--- src/rtl/seq_link_pkg.sv ---
// Shared types and receiver-model helpers for the single-bit sequence link.
package seq_link_pkg;

    // Transmit controller states
    typedef enum logic [1:0] {
        IDLE  = 2'd0,
        SYNC  = 2'd1,
        SHIFT = 2'd2
    } tx_state_t;

    // Downstream receiver FSM states
    typedef enum logic [1:0] {
        S0 = 2'b00,
        S1 = 2'b01,
        S2 = 2'b10,
        S3 = 2'b11
    } rx_state_t;

    // Receiver next state for input a
    function automatic rx_state_t rx_next(input rx_state_t st, input logic a);
        rx_state_t nxt;
        case (st)
            S0:      nxt = a ? S1 : S0;
            S1:      nxt = a ? S2 : S3;
            S2:      nxt = a ? S3 : S0;
            S3:      nxt = a ? S0 : S2;
            default: nxt = S0;
        endcase
        return nxt;
    endfunction

    // Receiver Mealy output for input a
    function automatic logic rx_z(input rx_state_t st, input logic a);
        return (st == S0) & ~a;
    endfunction

endpackage

--- src/rtl/seq_rx_model.sv ---
// Cycle model of the downstream sequence FSM, driven by the transmitted line.
module seq_rx_model
    import seq_link_pkg::*;
(
    input  logic       clk,
    input  logic       rst_n,
    input  logic       a_i,
    input  logic       sync_clr_i,
    output logic [1:0] pred_st_o,
    output logic       pred_z_o
);

    rx_state_t st_q;
    rx_state_t st_d;

    // Advance the model; re-align to S0 when a preamble completes
    always_comb begin
        st_d = rx_next(st_q, a_i);
        if (sync_clr_i) begin
            st_d = S0;
        end
    end

    // Model state register
    always_ff @(posedge clk) begin
        if (!rst_n) begin
            st_q <= S0;
        end else begin
            st_q <= st_d;
        end
    end

    assign pred_st_o = st_q;
    assign pred_z_o  = rx_z(st_q, a_i);

endmodule

--- src/rtl/serial_seq_tx.sv ---
// Serialiser for the sequence link: SYNC preamble of zeros, then payload LSB-first.
module serial_seq_tx
    import seq_link_pkg::*;
#(
    parameter int unsigned DATA_W   = 8,
    parameter int unsigned SYNC_LEN = 3
) (
    input  logic              clk,
    input  logic              rst_n,
    input  logic [DATA_W-1:0] in_data,
    input  logic              in_valid,
    output logic              in_ready,
    output logic              a_out,
    output logic              busy,
    output logic              frame_done,
    output logic [1:0]        pred_st,
    output logic              pred_z,
    output logic              pred_valid
);

    localparam int unsigned CNT_MAX = (DATA_W > SYNC_LEN) ? DATA_W : SYNC_LEN;
    localparam int unsigned CNT_W   = $clog2(CNT_MAX + 1);
    localparam logic [CNT_W-1:0] SYNC_LAST = CNT_W'(SYNC_LEN - 1);
    localparam logic [CNT_W-1:0] BIT_LAST  = CNT_W'(DATA_W - 1);

    // Three zeros are needed to reach S0 from any receiver state
    generate
        if (SYNC_LEN < 3 || DATA_W < 1) begin : g_bad_param
            $error("serial_seq_tx: SYNC_LEN must be >= 3 and DATA_W >= 1");
        end
    endgenerate

    tx_state_t         state_q, state_d;
    logic [DATA_W-1:0] shreg_q, shreg_d;
    logic [CNT_W-1:0]  cnt_q, cnt_d;
    logic              a_out_q, a_out_d;
    logic              busy_q, busy_d;
    logic              done_q, done_d;
    logic              pred_valid_q, pred_valid_d;
    logic              last_bit_c;
    logic              accept_c;
    logic              sync_done_c;

    // Handshake: open in IDLE and on the last payload bit for back-to-back frames
    assign last_bit_c = (state_q == SHIFT) && (cnt_q == BIT_LAST);
    assign in_ready   = rst_n & ((state_q == IDLE) | last_bit_c);
    assign accept_c   = in_valid & in_ready;

    // Controller next state, shift register, counter and registered outputs
    always_comb begin
        state_d      = state_q;
        shreg_d      = shreg_q;
        cnt_d        = cnt_q;
        a_out_d      = 1'b0;
        done_d       = 1'b0;
        pred_valid_d = pred_valid_q;
        sync_done_c  = 1'b0;

        case (state_q)
            IDLE: begin
                if (accept_c) begin
                    shreg_d = in_data;
                    cnt_d   = '0;
                    state_d = SYNC;
                end
            end
            SYNC: begin
                if (cnt_q == SYNC_LAST) begin
                    state_d      = SHIFT;
                    cnt_d        = '0;
                    a_out_d      = shreg_q[0];
                    shreg_d      = shreg_q >> 1;
                    pred_valid_d = 1'b1;
                    sync_done_c  = 1'b1;
                end else begin
                    cnt_d = cnt_q + CNT_W'(1);
                end
            end
            SHIFT: begin
                if (cnt_q == BIT_LAST) begin
                    done_d = 1'b1;
                    cnt_d  = '0;
                    if (accept_c) begin
                        shreg_d = in_data;
                        state_d = SYNC;
                    end else begin
                        state_d = IDLE;
                    end
                end else begin
                    a_out_d = shreg_q[0];
                    shreg_d = shreg_q >> 1;
                    cnt_d   = cnt_q + CNT_W'(1);
                end
            end
            default: begin
                state_d = IDLE;
                cnt_d   = '0;
            end
        endcase

        busy_d = (state_d != IDLE);
    end

    // State and output registers
    always_ff @(posedge clk) begin
        if (!rst_n) begin
            state_q      <= IDLE;
            shreg_q      <= '0;
            cnt_q        <= '0;
            a_out_q      <= 1'b0;
            busy_q       <= 1'b0;
            done_q       <= 1'b0;
            pred_valid_q <= 1'b0;
        end else begin
            state_q      <= state_d;
            shreg_q      <= shreg_d;
            cnt_q        <= cnt_d;
            a_out_q      <= a_out_d;
            busy_q       <= busy_d;
            done_q       <= done_d;
            pred_valid_q <= pred_valid_d;
        end
    end

    seq_rx_model u_rx_model (
        .clk        (clk),
        .rst_n      (rst_n),
        .a_i        (a_out_q),
        .sync_clr_i (sync_done_c),
        .pred_st_o  (pred_st),
        .pred_z_o   (pred_z)
    );

    assign a_out      = a_out_q;
    assign busy       = busy_q;
    assign frame_done = done_q;
    assign pred_valid = pred_valid_q;

endmodule

--- config.mk ---
export PLATFORM = sky130hd
export DESIGN_NAME = serial_seq_tx
export DESIGN_NICKNAME = d
export VERILOG_FILES = /design/src/rtl/seq_link_pkg.sv /design/src/rtl/seq_rx_model.sv /design/src/rtl/serial_seq_tx.sv
export SDC_FILE = /design/constraint.sdc
export NUM_CORES = 1
export LEC_CHECK = 0
export ABC_CLOCK_PERIOD_IN_PS = 3700
export CORE_AREA = 8 8 62 64
export CTS_CLUSTER_DIAMETER = 100
export DETAILED_ROUTE_END_ITERATION = 7
export DIE_AREA = 0 0 70 72
export HOLD_SLACK_MARGIN = 0.05
export PLACE_DENSITY_LB_ADDON = 0.15
export SLEW_MARGIN = 10
export SYNTH_ARGS = -nofsm -noshare
export SYNTH_HDL_FRONTEND = slang
export SYNTH_SLANG_ARGS = --single-unit
--- constraint.sdc ---
create_clock -name clk -period 3.7 [get_ports clk]
set_input_delay 0.37 -clock clk [delete_from_list [all_inputs] [get_ports clk]]
set_output_delay 0.37 -clock clk [all_outputs]
set_load 0.05 [all_outputs]
[After elaboration in Yosys (flattened, before gate mapping)]
Cells that the tools add are included.
Operators by class
  equality and inequality tests: 9
  add/sub/neg operators: 1
  bitwise operators: 6
  mux-type cells: 24
  reduce and logical (&&, ||, !) cells: 9
Operator list (number)
  $mux 8: 3
  $pmux 8 s3: 1
  $mux 4: 3
  $pmux 4 s3: 1
  $mux 2: 5
  $mux 1: 8
  $pmux 2 s4: 1
  $eq 2x2->1 const B: 3
  $pmux 2 s3: 1
  $reduce_and 2->1: 3
  $add 4x1->4 const B: 1
  $eq 2x1->1 const B: 2
  $eq 4x2->1 const B: 1
  $eq 4x3->1 const B: 1
  $logic_not 2->1: 2
  $ne 2x2->1 const B: 2
  $and 1x1->1: 3
  $reduce_bool 3->1: 1
  $not 1->1: 2
  $pmux 1 s2: 1
  $reduce_bool 2->1: 1
  $reduce_or 2->1: 1
  $logic_and 1x1->1: 1
  $or 1x1->1: 1
Storage, ports and cells
  bits in registers: 20
  output and inout bits: 8

[Logic depth before layout (Yosys ltp)]
Gate-level depths: netlist (run 1).
  depth in word-level cells: 9
  mapped depth: 7
  mapped depth without buffers: 6

[By module]
From an unflattened synthesis (run 1), not the netlist that was laid out.
Unflattened totals
  cell total of the unflattened synthesis: 119
  area total of the unflattened synthesis: 1114.8 sq um
By module, submodules not included
  serial_seq_tx: area each 1017.2 sq um, cells an instance 109, times used 1
  seq_rx_model: area each 97.6 sq um, cells an instance 10, times used 1

[Worst setup path before layout (run 1)]
Ideal clock, no wire load.
  kind: register to output
  start point: register u_rx_model.st_q[1], in the netlist u_rx_model.pred_st_o[1]
  end point: output port pred_z
  required time: 3.330 ns
  buffers on the path: 0
  data arrival time: 1.644 ns
  setup slack: 1.686 ns
  cell stages (with the launch flop): 2
  path through: dfxtp_1 -> nor3_1
Between the ends
  cells in the longest elaborated chain, start to end: 2
RTL lines
  start: declaration: line seq_rx_model.sv:13  | rx_state_t st_q;
  start signal: assignment: line seq_rx_model.sv:29  | st_q <= st_d;
  $logic_not 2->1: line seq_link_pkg.sv:34  | return (st == S0) & ~a;
  $and 1x1->1: line seq_link_pkg.sv:34
  end: declaration: line serial_seq_tx.sv:17  | output logic pred_z,
No other way between the ends.

[Final worst setup path (run 1)]
  start point: input port rst_n
  end point: output port in_ready
Between the ends
  cells in the longest elaborated chain, start to end: 1
RTL lines
  start: declaration: line serial_seq_tx.sv:9  | input logic rst_n,
  $and 1x1->1: line serial_seq_tx.sv:46  | assign in_ready = rst_n & ((state_q == IDLE) | last_bit_c);
  end: declaration: line serial_seq_tx.sv:12  | output logic in_ready,
No other way between the ends.

==> qor.yml, run 1 <==
timing:
  setup-tns-final_ps: 0
  drv_slew: 0
  slew_headroom_pct: 63.54
  skew_ps: 6.219
  hold_slack_ps: 464.3
  setup_viol: 0
  period_share_pct: 75.36
  rsz0062_at_grt: "false"
  fin_crit_ps: 2788
  finalHoldViolCount: 0
  max_freq_mhz: 358.7
  tightest_slew_ps: 545.8
  setup_slack_ps: 911.9
run:
  drv_cap: 0
yosys:
  syn_avg_cell_area_sq_um: 8.419
  postSynthCellCount: 129
  yosys.cell_types.count: 38
  synthTopCellsByArea: "dfxtp_1 37%, ha_1 6.9%, nand2_1 5.5%, a22oi_1 4.8%, a21oi_1 4.6%"
  netlist_area_sq_um: 1086
  yosysWarnings: 0
  yosysTopAreaCell: "dfxtp_1"
  ys_ff_latch: 20
  yosys-top-cells-count: "20 x dfxtp_1, 16 x nand2_1, 10 x a21oi_1, 9 x nor2_1"
  ys_seq_area_share_pct: 36.87
  async_flop_share_pct: 0
  synth_top_area_share_pct: 36.87
  synth_top_flop_cell: "dfxtp_1"
  synth.most_common_cell: "dfxtp_1"
  synth_edf_count: 0
  syn-num-nets: 146
routing:
  firstDrtPassIters: 4
  wl_mm: 2.603
  wl_per_cell_um: 14.54
  drc_errors: 0
  post_drt_via_cell_ratio: 5.458
  ant_nets: 0
  via_count: 977
  drt_iter0_drc: 54
critical_path:
  critPathMaxFanout: 17
  critical_path_class: "input pin to primary output"
  end_kind: "primary output"
  critPathLaunchType: "input pin"
  crit_required_ps: 3330
  cp-startpoint: "rst_n"
  arrival_ps: 2420
  reg2reg_from: "state_q[0]"
placement:
  gp_congestion: 0.9441
  place_ws_ps: 885.3
  portBuffers: 18
  dpl.hpwl_mm: 1.982
  dpl_cell_area_sq_um: 1271
global_routing:
  grt-ovfl-total: 0
  grt_start_max_net_pins: 18
  antenna_found_initial: 0
  grt_pass1_vias: 928
  grt_pass1_wl_mm: 4.305
  grtUsageTotal_pct: 10.39
finish:
  fin_area_sq_um: 1324
  syn2layout_area_growth_pct: 21.89
  fin_nets: 164
  antenna_cells: 0
  drive_above_1_share_pct: 4.110
floorplanning:
  core_sq_um: 2903
  io_pins: 19
  num_rows: 20
  die_h_um: 72
  die_w_um: 70
  start_util_pct: 37.41
  dieArea_sq_um: 5040
worst_hold_path:
  hold_start: "pred_valid"
  hold_class: "flip-flop to flip-flop"
clock_network:
  clock-sinks: 20
  h-tree-depth: 1
  cts_buffer_depth: 2
  clkSlewWorstSetupHoldPaths_ps: 120
  cts_setup_buffers: 0
  root_buffer: "clkbuf_4"
  cts_made_buffers: 3
  cts_hold_buf: 0
  insertion_delay_ps: 310
  ctsResizeCount: 0
  cts_tree: "yes"
pwr:
  vdd_ir_drop_max_mv: 0.2219
  power_uw: 483.9
  leakage_uw: 0.0004594
  power.density_nw_per_um2: 365.6
outcome:
  outcome: "finished, final reports clean"
[metrics by stage]
step           std cells  util, %
2_1_floorplan        129        -
3_3_place_gp         175    43.79
3_5_place_dp         175    43.79
4_1_cts              179    45.60
5_1_grt              179    45.60
6_report             179    45.60
[per-layer routing]
layer  GRT usage [%]  share of wire (%)  wire length, um  vias to the layer above
met5               0                  0                0                        -
met4           5.357                1.9               49                        0
met3           2.865                5.8              152                        5
met2           17.26                 45             1167                       32
met1           11.94                 47             1234                      438
li1                -                  -                -                      502
[path summary, 6_finish.rpt]
check,end,slack [ps],cells after the start
worst max register to register,cnt_q[0],1730,6
worst min-delay path,pred_valid,460,2
worst min register to register,pred_valid,460,2
worst max-delay path,in_ready,910,4
[cell type report]
| class | instances | area [sq um] |
|---|---|---|
| Tap cell | 33 | 41.29 |
| Timing Repair Buffer | 18 | 180.2 |
| Fill cell | 297 | 1579 |
| Clock buffer | 3 | 22.52 |
| Clock inverter | 1 | 30.03 |
| Multi-Input combinational cell | 97 | 623.1 |
| Sequential cell | 20 | 400.4 |
| Inverter | 7 | 26.28 |
[critical path, stage by stage]
cell,delay [ps]
clkdlybuf4s50_1,810
inv_1,250
nor2_1,170
clkdlybuf4s50_1,820
[kinds of logic after synthesis]
logic type | count (synthesis) | synth area share, %
compound gates | 41 | 24.19
xor+xnor | 1 | 0.8066
buf+inv | 12 | 5.760
fa+ha+maj | 6 | 6.912
flops | 20 | 36.87
simple gates | 49 | 25.46
[state kept, by name (all words and copies together), names as in the netlist]
register,flops
a_out,1
busy,1
cnt_q,4
frame_done,1
pred_valid,1
shreg_q,8
state_q,2
u_rx_model.pred_st_o,2
[cells in the final DEF, fill, tap and decap left out, types with 3 or more instances in the layout]
cell / instances
o21ai_0: 3
nand3_1: 6
clkbuf_4: 3
a22oi_1: 7
nand2_1: 16
nor2_1: 9
a21oi_1: 10
o21ai_1: 3
ha_1: 6
o22ai_1: 6
dfxtp_1: 20
clkdlybuf4s50_1: 18
inv_1: 7
a21boi_0: 3
[power breakdown]
group | switching [uW] | total, uW | internal, uW
combinational | 43.7 | 74.0 | 30.3
clock | 74.1 | 184 | 110
sequential | 4.25 | 226 | 222
Power figures use the tool's default switching activity.
==> run 2: changes to the inputs <==
ABC_CLOCK_PERIOD_IN_PS = 2500   (was 3700)
clock period = 2.5 ns   (was 3.7 ns; I/O delays follow)
==> run 2 against run 1 <==
- core utilization rose by 0.30 points
- clock power rose by 8%
- global-route usage fell by 0.71 points
- clock-buffer cell count rose by 1
- worst setup slack got worse by 470 ps
- critical endpoint unchanged
- die area did not move
- critical path type is now flip-flop to primary output
- cell count rose by 1.1%
- sequential share of layout area fell by 0.20 points
- combinational power rose by 58%
==> qor.yml, run 2 (synthesis gave the netlist of run 1 again) <==
routing:
  drt-met1-wl_mm: 1.243  # was 1.234 mm
  firstDrtPassIters: 4  # unchanged
  via_count: 982  # was 977
  wl_met3_um: 100  # was 152 um
  met2_length_mm: 1.101  # was 1.167 mm
  drc_errors: 0  # unchanged
  ant_nets: 0  # unchanged
  drt_iter0_drc: 35  # was 54
  wl_mm: 2.477  # was 2.603 mm
  wl_per_cell_um: 13.69  # was 14.54 um
  post_drt_via_cell_ratio: 5.425  # was 5.458
  top_layer_used: "met4"  # unchanged
clock_network:
  cts_buffer_depth: 2  # unchanged
  cts_hold_buf: 0  # unchanged
  clkSlewWorstSetupHoldPaths_ps: 120  # about the same
  root_buffer: "clkbuf_4"  # unchanged
  cts_setup_buffers: 0  # unchanged
  cts_made_buffers: 3  # unchanged
  clock-sinks: 20  # unchanged
  cts_tree: "yes"  # unchanged
  ctsResizeCount: 0  # unchanged
  h-tree-depth: 1  # unchanged
  insertion_delay_ps: 320  # was 310 ps
finish:
  most-common-layout-cells: "20 x dfxtp_1, 17 x clkdlybuf4s50_1, 16 x nand2_1"  # was 20 x dfxtp_1, 18 x clkdlybuf4s50_1, 16 x nand2_1
  fin_nets: 166  # was 164
  final_common_cell: "dfxtp_1"  # unchanged
  fill_cells: 303  # was 297
  drive_above_1_share_pct: 6.081  # was 4.110%
  final_util_pct: 45.91  # was 45.60%
  largest_reg_flops: 8  # unchanged
  syn2layout_area_growth_pct: 22.70  # was 21.89%
  top_regs: "shreg_q (8), cnt_q (4)"  # unchanged
  antenna_cells: 0  # unchanged
  max_flop_register: "shreg_q"  # unchanged
floorplanning:
  core_sq_um: 2903  # unchanged
  io_pins: 19  # unchanged
  start_util_pct: 37.41  # unchanged
  die_h_um: 72  # unchanged
  die_w_um: 70  # unchanged
  dieArea_sq_um: 5040  # unchanged
  num_rows: 20  # unchanged
critical_path:
  cp_cell_sequence: "inv_1, ha_1, and4b_1, nor2_1, nor2_1, buf_12"  # was clkdlybuf4s50_1, inv_1, nor2_1, clkdlybuf4s50_1
  critPathLaunchType: "flip-flop"  # was input pin
  end_kind: "primary output"  # unchanged
  crit_required_ps: 2250  # was 3330 ps
  critPathMostFrequentCell: "nor2_1"  # was clkdlybuf4s50_1
  critPathMaxFanout: 8  # was 17
  arrival_ps: 1810  # was 2420 ps
  worst_path_largest_cell_delay_ps: 360  # was 820 ps
  critical_path_class: "flip-flop to primary output"  # was input pin to primary output
  crit_slowest_cell: "dfxtp_1"  # was clkdlybuf4s50_1
timing:
  setup_viol: 0  # unchanged
  setup-tns-final_ps: 0  # unchanged
  rsz0062_at_grt: "false"  # unchanged
  skew_ps: 8.984  # was 6.219 ps
  drv_slew: 0  # unchanged
  finalHoldViolCount: 0  # unchanged
  slew_headroom_pct: 60.78  # was 63.54%
  fin_crit_ps: 2060
  max_freq_mhz: 485.5
  tightest_slew_ps: 588.3  # was 545.8 ps
  period_share_pct: 82.40
  setup_slack_ps: 440.1  # was 911.9 ps
global_routing:
  grt_pass1_vias: 926  # was 928
  grt_pass1_wl_mm: 4.084  # was 4.305 mm
  grt-ovfl-total: 0  # unchanged
  grtUsageTotal_pct: 9.679  # was 10.39%
  grt_start_max_net_pins: 12  # was 18
  antenna_found_initial: 0  # unchanged
pwr:
  leakage_uw: 0.0004672  # was 0.0004594 uW
  vdd_ir_drop_max_mv: 0.2669  # was 0.2219 mV
  power.density_nw_per_um2: 487.4  # was 365.6 nW/um^2
placement:
  portBuffers: 18  # unchanged
  gp_congestion: 0.8161  # was 0.9441
  place_ws_ps: 521.9  # was 885.3 ps
  dpl.hpwl_mm: 1.866  # was 1.982 mm
outcome:
  outcome: "finished, final reports clean"  # unchanged
run:
  drv_cap: 0  # unchanged
worst_hold_path:
  hold_class: "flip-flop to flip-flop"  # unchanged
==> run 2: metrics by stage <==
| stage | power [uW] | instances | hold WS, ps | cell area, sq um |
|---|---|---|---|---|
| 4_1_cts | 653.6 | 181 | 465.1 | 1333 |
| 3_5_place_dp | 457.5 | 177 | 446.6 | 1296 |
| 6_report | 649.5 | 181 | 465.6 | 1333 |
| 3_3_place_gp | 457.3 | 177 | 436.7 | 1296 |
| 5_1_grt | 673.4 | 181 | 479.0 | 1333 |
| 2_1_floorplan | 412.0 | 129 | 424.3 | 1086 |
==> run 2: path summary, 6_finish.rpt <==
path              start  slack, ps  cells past startpoint         end
min          pred_valid        470                      2  pred_valid
max          state_q[0]        440                      6    in_ready
max reg2reg  state_q[1]        570                      6  shreg_q[7]
min reg2reg  pred_valid        470                      2  pred_valid
==> run 2: area by class of cell <==
class | instances | area, sq um | share of cell area [%]
inverter | 7 | 26.28 | 1.972
timing repair buffer | 20 | 205.2 | 15.40
sequential | 20 | 400.4 | 30.05
multi-input combinational | 97 | 623.1 | 46.76
clock buffer | 4 | 36.28 | 2.723
tap | 33 | 41.29 | 3.099
==> run 2: power by group <==
group          internal (uW)  total (uW)  leakage, uW  switching, uW
clock                   89.1         198    0.0000210            109
sequential               329         335     0.000162           6.35
combinational           50.8         117     0.000284           65.7
total                    468         649     0.000467            181
==> run 2: worst max-delay path, delay by kind of cell (launching register included) <==
family,cells,cell delay [ps]
DFF,1,360
adders and majority gates,1,310
buffers and inverters,2,280
and+or+nand+nor,3,540
==> run 2: metal layers <==
| layer | vias up | track usage [%] |
|---|---|---|
| met2 | 22 | 15.53 |
| met4 | 0 | 6.250 |
| met1 | 451 | 11.23 |
| met5 | - | 0 |
| met3 | 3 | 2.456 |
| li1 | 506 | - |
==> run 3: changes to the inputs <==
ABC_CLOCK_PERIOD_IN_PS = 2050   (was 2500)
clock period = 2.05 ns   (was 2.5 ns; I/O delays follow)
==> run 3 against run 2 <==
- sequential share of layout area shrank 0.66 points
- core utilization up 1.0 points
- cell count is 1.7% higher
- worst hold slack got worse by 14 ps
- power increased by 22%
- clock skew is 0.61 ps lower
- worst setup slack got worse by 320 ps
- largest power group unchanged
==> qor.yml, run 3 (synthesis gave the netlist of run 1 again) <==
routing:
  via_count: 995  # was 982
  firstDrtPassIters: 4  # unchanged
  post_drt_via_cell_ratio: 5.408  # was 5.425
  wl_per_cell_um: 14.06  # was 13.69 um
  wl_mm: 2.587  # was 2.477 mm
  ant_nets: 0  # unchanged
  drc_errors: 0  # unchanged
  drt_iter0_drc: 59  # was 35
finish:
  most-common-layout-cells: "20 x dfxtp_1, 17 x clkdlybuf4s50_1, 16 x nand2_1"  # unchanged
  top_regs: "shreg_q (8), cnt_q (4)"  # unchanged
  antenna_cells: 0  # unchanged
  fin_nets: 169  # was 166
  final_common_cell: "dfxtp_1"  # unchanged
  drive_above_1_share_pct: 9.934  # was 6.081%
  max_flop_register: "shreg_q"  # unchanged
  syn2layout_area_growth_pct: 25.46  # was 22.70%
  largest_reg_flops: 8  # unchanged
critical_path:
  end_kind: "flip-flop"  # was primary output
  reg2reg_depth: 6  # unchanged
  crit_end: "shreg_q[7]"  # was in_ready
  critical_path_class: "flip-flop to flip-flop"  # was flip-flop to primary output
  r2r_end: "shreg_q[7]"  # unchanged
  crit_required_ps: 2280  # was 2250 ps
  cp-startpoint: "state_q[1]"  # was state_q[0]
  critPathMaxFanout: 8  # unchanged
  regToRegSetupSlack_ps: 120  # was 570 ps
  reg2reg_from: "state_q[1]"  # unchanged
  critPathLaunchType: "flip-flop"  # unchanged
  arrival_ps: 2160  # was 1810 ps
pwr:
  seqPwrFrac_pct: 51.5  # was 51.6%
  p_sw_share_pct: 27.01  # was 27.86%
  comb_power_share_pct: 19.3  # was 17.9%
  power_frac_clock_pct: 29.2  # was 30.5%
  leakage_uw: 0.0004777  # was 0.0004672 uW
  vdd_ir_drop_max_mv: 0.3807  # was 0.2669 mV
  p_switching_uw: 214.0  # was 181.0 uW
  power.internal_uw: 578.3  # was 468.5 uW
  power.density_nw_per_um2: 581.5  # was 487.4 nW/um^2
clock_network:
  cts_made_buffers: 3  # unchanged
  cts_buffer_depth: 2  # unchanged
  h-tree-depth: 1  # unchanged
  insertion_delay_ps: 300  # was 320 ps
  cts_hold_buf: 0  # unchanged
  clkSlewWorstSetupHoldPaths_ps: 120  # about the same
  cts_tree: "yes"  # unchanged
  clock-sinks: 20  # unchanged
  root_buffer: "clkbuf_4"  # unchanged
worst_hold_path:
  hold_class: "flip-flop to flip-flop"  # unchanged
run:
  drv_cap: 0  # unchanged
global_routing:
  grt-ovfl-total: 0  # unchanged
  grt_pass1_vias: 955  # was 926
  grtUsageTotal_pct: 10.05  # was 9.679%
  grt_pass1_wl_mm: 4.243  # was 4.084 mm
  grt_start_max_net_pins: 12  # unchanged
  antenna_found_initial: 0  # unchanged
timing:
  finalHoldViolCount: 0  # unchanged
  tightest_slew_ps: 499.5  # was 588.3 ps
  setup-tns-final_ps: 0  # unchanged
  setup_viol: 0  # unchanged
  slew_headroom_pct: 66.60  # was 60.78%
  period_share_pct: 94.34
  drv_slew: 0  # unchanged
  skew_ps: 8.377  # was 8.984 ps
  rsz0062_at_grt: "false"  # unchanged
  setup_slack_ps: 116.0  # was 440.1 ps
  fin_crit_ps: 1934
  max_freq_mhz: 517.1
floorplanning:
  die_h_um: 72  # unchanged
  io_pins: 19  # unchanged
  die_w_um: 70  # unchanged
  num_rows: 20  # unchanged
  core_sq_um: 2903  # unchanged
  dieArea_sq_um: 5040  # unchanged
  start_util_pct: 37.41  # unchanged
outcome:
  outcome: "finished, final reports clean"  # unchanged
placement:
  dpl.hpwl_mm: 2.018  # was 1.866 mm
  portBuffers: 18  # unchanged
  gp_congestion: 0.8684  # was 0.8161
  place_ws_ps: 170.5  # was 521.9 ps
[run 3: layout make-up]
class	count	area, sq um
fillers	299	1540
flip-flops and latches	20	400.4
inverters	7	26.28
repair buffers	23	227.7
multi-input cells	97	630.6
clock buffers	4	36.28
well taps	33	41.29
[run 3: power groups by stage]
stage / clock (uW) / sequential (uW) / combinational (uW)
floorplan: 0 / 421 / 81.0
global placement: 0 / 417 / 149
detailed placement: 0 / 417 / 151
CTS: 247 / 408 / 152
global route: 258 / 410 / 167
finish: 231 / 408 / 153
[run 3: timing repair]
item,4_1_cts,5_1_grt
buffers inserted,0,0
resized for setup,0,3
endpoints found under the setup margin,0,1
hold endpoints to repair,0,0
[run 3: worst min-delay path by stage]
stage                 endpoint  slack [ps]  cells past startpoint  startpoint
CTS                 pred_valid         460                      2  pred_valid
global route        pred_valid         490                      2  pred_valid
finish              pred_valid         450                      2  pred_valid
floorplan           shreg_q[4]         380                      2  in_data[4]
global placement    pred_valid         440                      2  pred_valid
detailed placement  pred_valid         440                      2  pred_valid
[run 3: per-stage QoR]
stage / cells / cell area (sq um) / hold WS (ps) / util (%) / total power, uW
5_1_grt: 184 / 1363 / 489.0 / 46.94 / 835.1
4_1_cts: 184 / 1355 / 458.0 / 46.68 / 807.5
6_report: 184 / 1363 / 451.4 / 46.94 / 792.3
3_3_place_gp: 180 / 1319 / 435.2 / 45.43 / 565.9
3_5_place_dp: 180 / 1319 / 439.9 / 45.43 / 568.5
2_1_floorplan: 129 / 1086 / 379.3 / - / 502.4
[run 3: per-layer routing]
metal / routed length, um / global-route usage [%] / vias up
met4: 32 / 5.134 / 0
li1: - / - / 511
met3: 114 / 2.592 / 4
met2: 1203 / 16.35 / 20
met5: 0 / 0 / -
met1: 1236 / 11.94 / 460
[run 3: critical path: stages, from the launching register on]
cell,delay (ps)
dfxtp_1,350
inv_1,110
ha_1,330
nand4bb_4,220
and2_4,230
or4b_1,490
a31oi_1,140
